### src/rtl/fusion_accumulator.sv
// fusion_accumulator
//   Accumulates the packed 64-bit product word of the bit-fusion multiplier
//   into up to four lane sums per dot-product group. The lane layout is
//   decoded from {cfga,cfgb}. The beat flagged last closes the group. The
//   finished sums are then held behind a valid/ready handshake.
//
// Ports
//   clk, rst_n        clock, synchronous active-low reset
//   in_valid/in_ready product beat handshake
//   in_data           packed product word
//   in_cfga/in_cfgb   precision config of the beat
//   in_signed         beat signedness (sa|sb)
//   in_last           final beat of the group
//   out_valid/ready   result handshake
//   out_acc           lane sums, lane k at [k*ACC_W +: ACC_W]
//   out_lanes         active lane count (1, 2 or 4)
//   out_beats         beats accumulated in the group (saturating)
//   cfg_err           sticky illegal/changed cfg flag

// Per-lane next-value logic: a load, or a wrap/clamp add.
module fusion_acc_lane #(
    parameter int ACC_W    = 32,
    parameter int SATURATE = 0
) (
    input  logic [ACC_W-1:0] acc,
    input  logic [ACC_W-1:0] addend,
    input  logic             grp_signed,
    input  logic             load,
    output logic [ACC_W-1:0] nxt
);
    logic [ACC_W:0] s_sum;
    logic [ACC_W:0] u_sum;

    always_comb begin
        s_sum = {acc[ACC_W-1], acc} + {addend[ACC_W-1], addend};
        u_sum = {1'b0, acc} + {1'b0, addend};
        nxt   = u_sum[ACC_W-1:0];
        if (load) begin
            nxt = addend;
        end else if (SATURATE != 0) begin
            if (grp_signed) begin
                // The sign of the extra bit disagrees with the MSB only on overflow.
                if (s_sum[ACC_W] != s_sum[ACC_W-1])
                    nxt = s_sum[ACC_W] ? {1'b1, {(ACC_W-1){1'b0}}}
                                       : {1'b0, {(ACC_W-1){1'b1}}};
            end else if (u_sum[ACC_W]) begin
                nxt = '1;
            end
        end
    end
endmodule

module fusion_accumulator #(
    parameter int ACC_W    = 32,
    parameter int CNT_W    = 16,
    parameter int SATURATE = 0
) (
    input  logic               clk,
    input  logic               rst_n,
    input  logic               in_valid,
    output logic               in_ready,
    input  logic [63:0]        in_data,
    input  logic [1:0]         in_cfga,
    input  logic [1:0]         in_cfgb,
    input  logic               in_signed,
    input  logic               in_last,
    output logic               out_valid,
    input  logic               out_ready,
    output logic [4*ACC_W-1:0] out_acc,
    output logic [2:0]         out_lanes,
    output logic [CNT_W-1:0]   out_beats,
    output logic               cfg_err
);
    localparam int NUM_LANES = 4;

    typedef enum logic [1:0] {IDLE, ACCUM, DRAIN} state_t;

    state_t state, state_nxt;

    logic [NUM_LANES-1:0][ACC_W-1:0] acc;
    logic [NUM_LANES-1:0][ACC_W-1:0] acc_nxt;
    logic [NUM_LANES-1:0][ACC_W-1:0] contrib;
    logic [3:0]                      beat_cfg;
    logic [3:0]                      grp_cfg;
    logic                            grp_signed;
    logic [2:0]                      beat_lanes;
    logic [2:0]                      use_lanes;
    logic                            beat_illegal;
    logic                            accept;
    logic                            load;

    function automatic logic [ACC_W-1:0] ext32(input logic [31:0] x, input logic s);
        logic [ACC_W-1:0] r;
        for (int i = 0; i < ACC_W; i++)
            r[i] = (i < 32) ? x[i % 32] : (s & x[31]);
        return r;
    endfunction

    function automatic logic [ACC_W-1:0] ext16(input logic [15:0] x, input logic s);
        logic [ACC_W-1:0] r;
        for (int i = 0; i < ACC_W; i++)
            r[i] = (i < 16) ? x[i % 16] : (s & x[15]);
        return r;
    endfunction

    assign beat_cfg = {in_cfga, in_cfgb};

    // Lane count of the beat's own cfg; 0 marks an illegal code.
    always_comb begin
        beat_lanes = 3'd0;
        case (beat_cfg)
            4'b1010:                                  beat_lanes = 3'd1;
            4'b1001, 4'b0110:                         beat_lanes = 3'd2;
            4'b1000, 4'b0010, 4'b0101,
            4'b0100, 4'b0001, 4'b0000:                beat_lanes = 3'd4;
            default:                                  beat_lanes = 3'd0;
        endcase
    end

    assign beat_illegal = (beat_lanes == 3'd0);

    // The first beat of a group decodes with its own cfg. An illegal first
    // cfg opens a 1-lane group. Later beats decode with the latched layout.
    assign use_lanes = load ? (beat_illegal ? 3'd1 : beat_lanes) : out_lanes;

    always_comb begin
        contrib = '0;
        if (!beat_illegal) begin
            case (use_lanes)
                3'd1: contrib[0] = ext32(in_data[31:0], in_signed);
                3'd2: begin
                    contrib[0] = ext32(in_data[31:0],  in_signed);
                    contrib[1] = ext32(in_data[63:32], in_signed);
                end
                default: begin
                    contrib[0] = ext16(in_data[15:0],  in_signed);
                    contrib[1] = ext16(in_data[31:16], in_signed);
                    contrib[2] = ext16(in_data[47:32], in_signed);
                    contrib[3] = ext16(in_data[63:48], in_signed);
                end
            endcase
        end
    end

    for (genvar k = 0; k < NUM_LANES; k++) begin : g_lane
        fusion_acc_lane #(.ACC_W(ACC_W), .SATURATE(SATURATE)) u_lane (
            .acc        (acc[k]),
            .addend     (contrib[k]),
            .grp_signed (grp_signed),
            .load       (load),
            .nxt        (acc_nxt[k])
        );
    end

    always_ff @(posedge clk) begin
        if (!rst_n) state <= IDLE;
        else        state <= state_nxt;
    end

    // In DRAIN a beat can only be taken with the result handshake. Such a
    // beat opens the next group directly, with no idle cycle between.
    always_comb begin
        state_nxt = state;
        in_ready  = 1'b1;
        out_valid = 1'b0;
        case (state)
            IDLE, ACCUM: begin
                if (in_valid) state_nxt = in_last ? DRAIN : ACCUM;
            end
            DRAIN: begin
                out_valid = 1'b1;
                in_ready  = out_ready;
                if (out_ready)
                    state_nxt = in_valid ? (in_last ? DRAIN : ACCUM) : IDLE;
            end
            default: state_nxt = IDLE;
        endcase
    end

    assign accept = in_valid && in_ready;
    assign load   = accept && (state != ACCUM);

    always_ff @(posedge clk) begin
        if (!rst_n) begin
            acc        <= '0;
            grp_cfg    <= '0;
            grp_signed <= 1'b0;
            out_lanes  <= '0;
            out_beats  <= '0;
            cfg_err    <= 1'b0;
        end else if (accept) begin
            acc <= acc_nxt;
            if (load) begin
                grp_cfg    <= beat_cfg;
                grp_signed <= in_signed;
                out_lanes  <= beat_illegal ? 3'd1 : beat_lanes;
                out_beats  <= {{(CNT_W-1){1'b0}}, 1'b1};
            end else if (out_beats != '1) begin
                out_beats <= out_beats + 1'b1;
            end
            if (beat_illegal || (!load && beat_cfg != grp_cfg))
                cfg_err <= 1'b1;
        end
    end

    assign out_acc = acc;
endmodule

### config.mk
export PLATFORM = sky130hd
export DESIGN_NAME = fusion_accumulator
export DESIGN_NICKNAME = d
export VERILOG_FILES = /design/src/rtl/fusion_accumulator.sv
export SDC_FILE = /design/constraint.sdc
export NUM_CORES = 1
export LEC_CHECK = 0
export ABC_AREA = 1
export BUFFER_PORTS_ARGS = -buffer_cell sky130_fd_sc_hd__buf_2
export CAP_MARGIN = 20
export CELL_PAD_IN_SITES_DETAIL_PLACEMENT = 1
export CELL_PAD_IN_SITES_GLOBAL_PLACEMENT = 1
export CORE_MARGIN = 8
export CORE_UTILIZATION = 44
export DETAILED_ROUTE_END_ITERATION = 8
export PLACE_DENSITY = 0.95
export SYNTH_ARGS = -nofsm -noshare
export SYNTH_HDL_FRONTEND = slang
export SYNTH_SLANG_ARGS = --single-unit
### constraint.sdc
create_clock -name clk -period 6.5 [get_ports clk]
set_clock_uncertainty 0.05 [all_clocks]
set_input_delay 0.65 -clock clk [delete_from_list [all_inputs] [get_ports clk]]
set_output_delay 0.65 -clock clk [all_outputs]
set_load 0.01 [all_outputs]
Word-level counts from Yosys, hierarchy flattened
Memory sizes are Yosys's and may differ from the RTL's.
Cells that the tools add are included.
{"block": "totals", "regBits": 154, "mem_bits_ro": 48, "input_bits": 74, "output_inout_bits": 150, "memories": 1}
{"memory": "(name not given)", "words": 16, "width": 3, "rd": 1, "rd_clocked_by_memory_dff": 0, "write_ports": 0, "line_no": "111", "rtl": "case (beat_cfg)"}
{"block": "classes", "add_sub_neg": 5, "eq_ne": 9, "mux": 19, "bitwise_logic": 4, "reduce_logical": 14}
{"operator": "$mux 32", "count": 5}
{"operator": "$add 32x32->32", "count": 4}
{"operator": "$mux 128", "count": 1}
{"operator": "$mux 64", "count": 1}
{"operator": "$pmux 32 s2", "count": 1}
{"operator": "$mux 16", "count": 2}
{"operator": "$add 16x1->16 const B", "count": 1}
{"operator": "$ne 16x16->1 const B", "count": 1}
{"operator": "$mux 2", "count": 4}
{"operator": "$reduce_and 2->1", "count": 4}
{"operator": "$mux 3", "count": 2}
{"operator": "$and 1x1->1", "count": 4}
{"operator": "$ne 2x2->1 const B", "count": 2}
{"operator": "$ne 4x4->1", "count": 1}
{"operator": "$pmux 2 s2", "count": 1}
{"operator": "$reduce_or 2->1", "count": 2}
{"operator": "$eq 3x1->1 const B", "count": 1}
{"operator": "$eq 3x2->1 const B", "count": 1}
{"operator": "$logic_and 1x1->1", "count": 3}
{"operator": "$logic_not 3->1", "count": 1}
{"operator": "$eq 2x1->1 const B", "count": 1}
{"operator": "$eq 2x2->1 const B", "count": 1}
{"operator": "$logic_not 2->1", "count": 1}
{"operator": "$mux 1", "count": 2}
{"operator": "other kinds (4)", "count": 4}

Logic depth before layout (Yosys ltp)
{"block": "depth", "depth_word": 11, "mapped_depth": 29, "ltp_nobuf": 28}

Modules after synthesis
From an unflattened synthesis, not the netlist that was laid out.
{"block": "unflattened", "hier_cells": 3432, "hier_area_um2": 18205.0}
{"module": "fusion_acc_lane at g_lane[0].u_lane ...", "n_inst": 3, "cells_per_inst": 585, "area_each_um2": 2795.2}
{"module": "fusion_accumulator", "n_inst": 1, "cells_per_inst": 1095, "area_each_um2": 7070.5}
{"module": "fusion_acc_lane at g_lane[3].u_lane", "n_inst": 1, "cells_per_inst": 582, "area_each_um2": 2748.9}

Worst setup path after synthesis
OpenSTA, ideal clock, no wires.
{"block": "synth_path", "path_kind": "input to register", "start": "in in_cfga[1]", "end": "reg acc (netlist bit out_acc[42])", "setup_ns": 0.132, "arrival_time_ns": 3.479, "slack_ns": 2.838, "stages": 23, "path_buffers": 4, "cell_sequence": "buf_2 -> nor2_1 -> or2_1 -> nor2_1 -> buf_2 -> inv_2 -> buf_4 -> buf_2 -> nand3_1 -> o31ai_1 -> ha_1 -> fa_1 -> nand3_1 -> nand2_1 -> nand2_1 -> nand2_1 -> nand2_1 -> nand2_1 -> or2_2 -> nand3_1 -> nand2_1 -> inv_1 -> a21oi_1"}
{"block": "synth_between", "elab_chain_cells": 9}
{"item": "from (decl)", "line_no": "63", "rtl": "input logic [1:0] in_cfga,"}
{"item": "$mem_v2 16x3 *"}
{"item": "$logic_not 3->1", "line_no": "120", "rtl": "assign beat_illegal = (beat_lanes == 3'd0);"}
{"item": "$mux 3", "line_no": "124", "rtl": "assign use_lanes = load ? (beat_illegal ? 3'd1 : beat_lanes) : out_lanes;"}
{"item": "$mux 3"}
{"item": "$eq 3x2->1 or $eq 3x1->1 (tied branches)", "line_no": "129", "rtl": "case (use_lanes)"}
{"item": "$pmux 32 s2", "line_no": "129"}
{"item": "$mux 128 *", "line_no": "128", "rtl": "if (!beat_illegal) begin"}
{"item": "$add 32x32->32", "line_no": "36", "rtl": "u_sum = {1'b0, acc} + {1'b0, addend};"}
{"item": "$mux 32 *", "line_no": "38", "rtl": "if (load) begin"}
{"item": "to (signal assigned)", "line_no": "192", "rtl": "acc <= acc_nxt;"}
{"item": "to (decl)", "line_no": "80", "rtl": "logic [NUM_LANES-1:0][ACC_W-1:0] acc;"}
Mark *: on every way between the ends. The rest lies on a longest branch, timed or not.
A chain may end at the register's enable or synchronous reset.

Worst setup path after layout
{"block": "layout_path", "start": "reg state[1]", "end": "reg acc (netlist bit out_acc[53])"}
{"block": "layout_between", "elab_chain_cells": 10}
{"item": "from (decl)", "line_no": "78", "rtl": "state_t state, state_nxt;"}
{"item": "from (signal assigned)", "line_no": "157", "rtl": "else state <= state_nxt;"}
{"item": "$eq 2x2->1", "line_no": "166", "rtl": "case (state)"}
{"item": "$mux 1", "line_no": "166"}
{"item": "$logic_and 1x1->1", "line_no": "180", "rtl": "assign accept = in_valid && in_ready;"}
{"item": "$logic_and 1x1->1", "line_no": "181", "rtl": "assign load = accept && (state != ACCUM);"}
{"item": "$mux 3"}
{"item": "$eq 3x2->1 or $eq 3x1->1 (tied branches)", "line_no": "129"}
{"item": "$pmux 32 s2", "line_no": "129"}
{"item": "$mux 128", "line_no": "128"}
{"item": "$add 32x32->32", "line_no": "36"}
{"item": "$mux 32", "line_no": "38"}
Parallel ways exist; a longest one is shown, timed or not.

==> metrics <==
Post-synth top cells nand2_1, inv_1, nor2_1; R2R setup slack ~1.3 ns; VDD IR-drop max 218 uV; CP max-delay cell buf_4; Via density ~5.9; Syn Area/Cell around 5.7 um2; CTS clk-pin slew, worst paths around 0.08 ns; net load switching power 1.30 mW; Crit. End Element flip-flop; CTS tree built; number of synthesized flops with an enable pin 0; number of global-route vias before repair approximately 21000; CP cell instances inv_2 > nand2_4 > nand3_4 > clkinv_2 > buf_4 > nand2_1 > nand2_1 > nand3_2 > nand2_2 > buf_12 > o21ai_0 > and2_1 > ha_1 > nand2_1 > nor2_1 > inv_1 > nor3_1 > o21ai_0 > nand3_1 > nand2_1 > nand2_1 > o21ai_0 > inv_1 > a21oi_1; Filler cells roughly 5400; post-CTS resize count 0; CP required a little under 7 ns; CTS hold repair buffers 0; DRC errors left 0; Sw Share 0.401; Buffers & Inverters on Critical Path 6; Tcrit/Tclk final 0.798; RSZ-0062 raised after global routing false; crit-path max FO 57; adder-cell share of the synthesized area 0.102; clock latency at the later pin of the worst-skew pair between 0.4 and 0.5 ns; Total Routed Length 71800 um; Avg WL per Cell around 21 um; fin util 0.498; status completed; Vias ~20000; initial antenna violation count 3; Core ar. 36300 um2; clock tree buffer depth 2; Layout area overhead 12.4%; Synth async-reset ratio 0; total CTS buffers 17; Worst path top cell family by delay simple AND/OR/NAND/NOR gates; Hold/Removal Path Class reg2reg; Die Width 207 um; # rows 70; Setup violations, final 0; Critical Path AT approximately 5.5 ns; starting density of the core 0.443; die area between 40000 and 50000 um2; PortBufs approximately 220; Compound-Gate Fraction of Synth Area 0.164; most frequent cell after synthesis nand2_1; largest cells by area after synthesis nand2_1, dfxtp_1, ha_1, inv_1, nand3_1; Yosys top cell by area nand2_1; mapped cell area 16100 um2; pwr dens between 150 and 200 nW/um2; routability cong. 0.969; Syn Inst Count about 2800; largest net degree at the start of global routing 87; Reg2Reg Depth 24; Comb power frac 0.338; prevailing post-synth register cell dfxtp_1; most numerous cell on the critical path nand2_1; Multi-input gate area between 10000 and 15000 um2; mux share of post-synthesis cell area 0; YS warnings 0; Tmin final slightly above 5 ns; first-pass GRT wire length about 110000 um; synthesized netlist net count ~3000; synth unique cells 48; FF-to-FF End out_acc[53]$_SDFFE_PN0N_; post-synthesis xor/xnor area fraction 0.0120; Fin. Hold Viols 0; Crit Path Class reg2reg; postcts setup bufs 0; maxcap violations 0; DR pass1 iterations 5; register bit count reported by yosys roughly 150; Synth top area share 0.202; layout cells sized above 1 0.106; Seq pwr share 0.329; Slew HR 0.231; Root Buffer clkbuf_16; 1st-iter DRT viols between 1000 and 1500; CP Launch Point state[1]$_SDFFE_PN0P_; TNS Setup 0 ns; Levels on crit path 24; Num Clock Sinks ~150; FF-to-FF Start state[1]$_SDFFE_PN0P_; Ports roughly 220; CTS H-Tree Depth 4; type of origin of the critical path flip-flop; Worst Tran Pin Value 1.15 ns; largest family of logic cells by synthesized area simple AND/OR/NAND/NOR gates; P_leak 9.68 nW; total grt overflow 0; Pint around 1.9 mW; slowest stage delay, CP around 0.60 ns; hpwl dp 55100 um; Reg area roughly 3100 um2; NumNets Final around 3200; Die Ht 207 um; Simple-Gate Fraction of Synth Area 0.416; Final ANT Viol Nets 0; clock network power share 0.334; CP endpoint out_acc[53]$_SDFFE_PN0N_; Seq/Total Area, Yosys 0.192; max-slew violation total from the final report 0; Max Clock Freq 193 MHz; All-Layer GR Usage 0.323
worst register-to-register path, cell delays in order, from the launching register on:
cell,delay [ns]
dfxtp_1,0.42
inv_2,0.09
nand2_4,0.28
nand3_4,0.23
clkinv_2,0.12
buf_4,0.60
nand2_1,0.15
nand2_1,0.15
nand3_2,0.12
nand2_2,0.38
buf_12,0.31
o21ai_0,0.20
and2_1,0.19
ha_1,0.34
nand2_1,0.14
nor2_1,0.17
inv_1,0.09
nor3_1,0.27
o21ai_0,0.15
nand3_1,0.23
nand2_1,0.09
nand2_1,0.07
o21ai_0,0.09
inv_1,0.06
a21oi_1,0.05
per-layer routing:
layer  track usage  up-vias  routed length, um
li1              -     9550                  -
met4         0.170        0               3650
met1         0.392     9900              30200
met2         0.539      788              33000
met5             0        -                  0
met3        0.0611      209               4950
worst min-delay path by stage:
stage	from	to	cells past startpoint
floorplan	grp_cfg[1]$_SDFFE_PN0P_	grp_cfg[1]$_SDFFE_PN0P_	2
global placement	grp_cfg[1]$_SDFFE_PN0P_	grp_cfg[1]$_SDFFE_PN0P_	2
detailed placement	grp_cfg[1]$_SDFFE_PN0P_	grp_cfg[1]$_SDFFE_PN0P_	2
CTS	in_last	state[1]$_SDFFE_PN0P_	3
global route	in_last	state[1]$_SDFFE_PN0P_	3
finish	grp_cfg[1]$_SDFFE_PN0P_	grp_cfg[1]$_SDFFE_PN0P_	2
cell families after synthesis:
| family | after synthesis |
|---|---|
| buffers and inverters | 469 |
| AND/OR/NAND/NOR | 1583 |
| XOR/XNOR | 22 |
| adder cells (fa/ha/maj) | 129 |
| flip-flops | 154 |
| AO/OA/AOI/OAI | 478 |
flip-flops by register name, indices dropped and copies added, names as in the netlist:
name	flops
out_acc	128
out_beats	16
grp_cfg	4
out_lanes	3
state	2
cfg_err	1
final cells by class:
type / instances / area share
multi-input cells: 2212 / 0.619
flip-flops and latches: 154 / 0.171
inverters: 376 / 0.0783
repair buffers: 234 / 0.0671
well taps: 468 / 0.0324
clock buffers: 17 / 0.0236
clock inverters: 11 / 0.00831
diodes: 3 / 0.000416
stage by stage:
| stage | worst slack, ns | hold slack [ns] | cells | total power [mW] | area (um2) |
|---|---|---|---|---|---|
| finish | 1.31 | 0.427 | 3475 | 3.24 | 18100 |
| global route | 0.906 | 0.435 | 3475 | 3.39 | 18100 |
| CTS | 1.43 | 0.430 | 3472 | 3.22 | 18100 |
| detailed placement | 1.34 | 0.427 | 3444 | 2.15 | 17500 |
| global placement | 1.58 | 0.403 | 3444 | 2.09 | 17500 |
| floorplan | 2.84 | 0.388 | 2835 | 1.78 | 16100 |
placed cells by master, fill, tap and decap left out, types with 4 or more instances in the layout:
cell / instances
nor2_1: 294
or2_2: 15
a21oi_1: 255
o31ai_1: 5
nor4_1: 6
a21oi_2: 4
nand3_1: 269
xnor2_1: 7
o21bai_1: 26
a21o_1: 9
dfxtp_1: 154
inv_2: 7
buf_4: 10
nand4_1: 42
nor3_2: 5
fa_1: 4
o211ai_1: 5
nand3b_1: 17
xor2_1: 15
clkbuf_16: 17
buf_2: 223
o21ai_0: 115
o21a_1: 7
a22oi_1: 11
ha_1: 125
inv_1: 367
clkinvlp_4: 5
a31oi_1: 26
nor3_1: 45
nand2_1: 862
nand2_2: 8
power groups by stage:
stage	clock (mW)	combinational [mW]	sequential [mW]
after floorplan	0	0.692	1.09
after global placement	0	1.02	1.08
after detailed placement	0	1.06	1.08
after CTS	1.08	1.07	1.06
after global routing	1.12	1.20	1.07
final	1.08	1.09	1.06
Power figures use the tool's default switching activity.
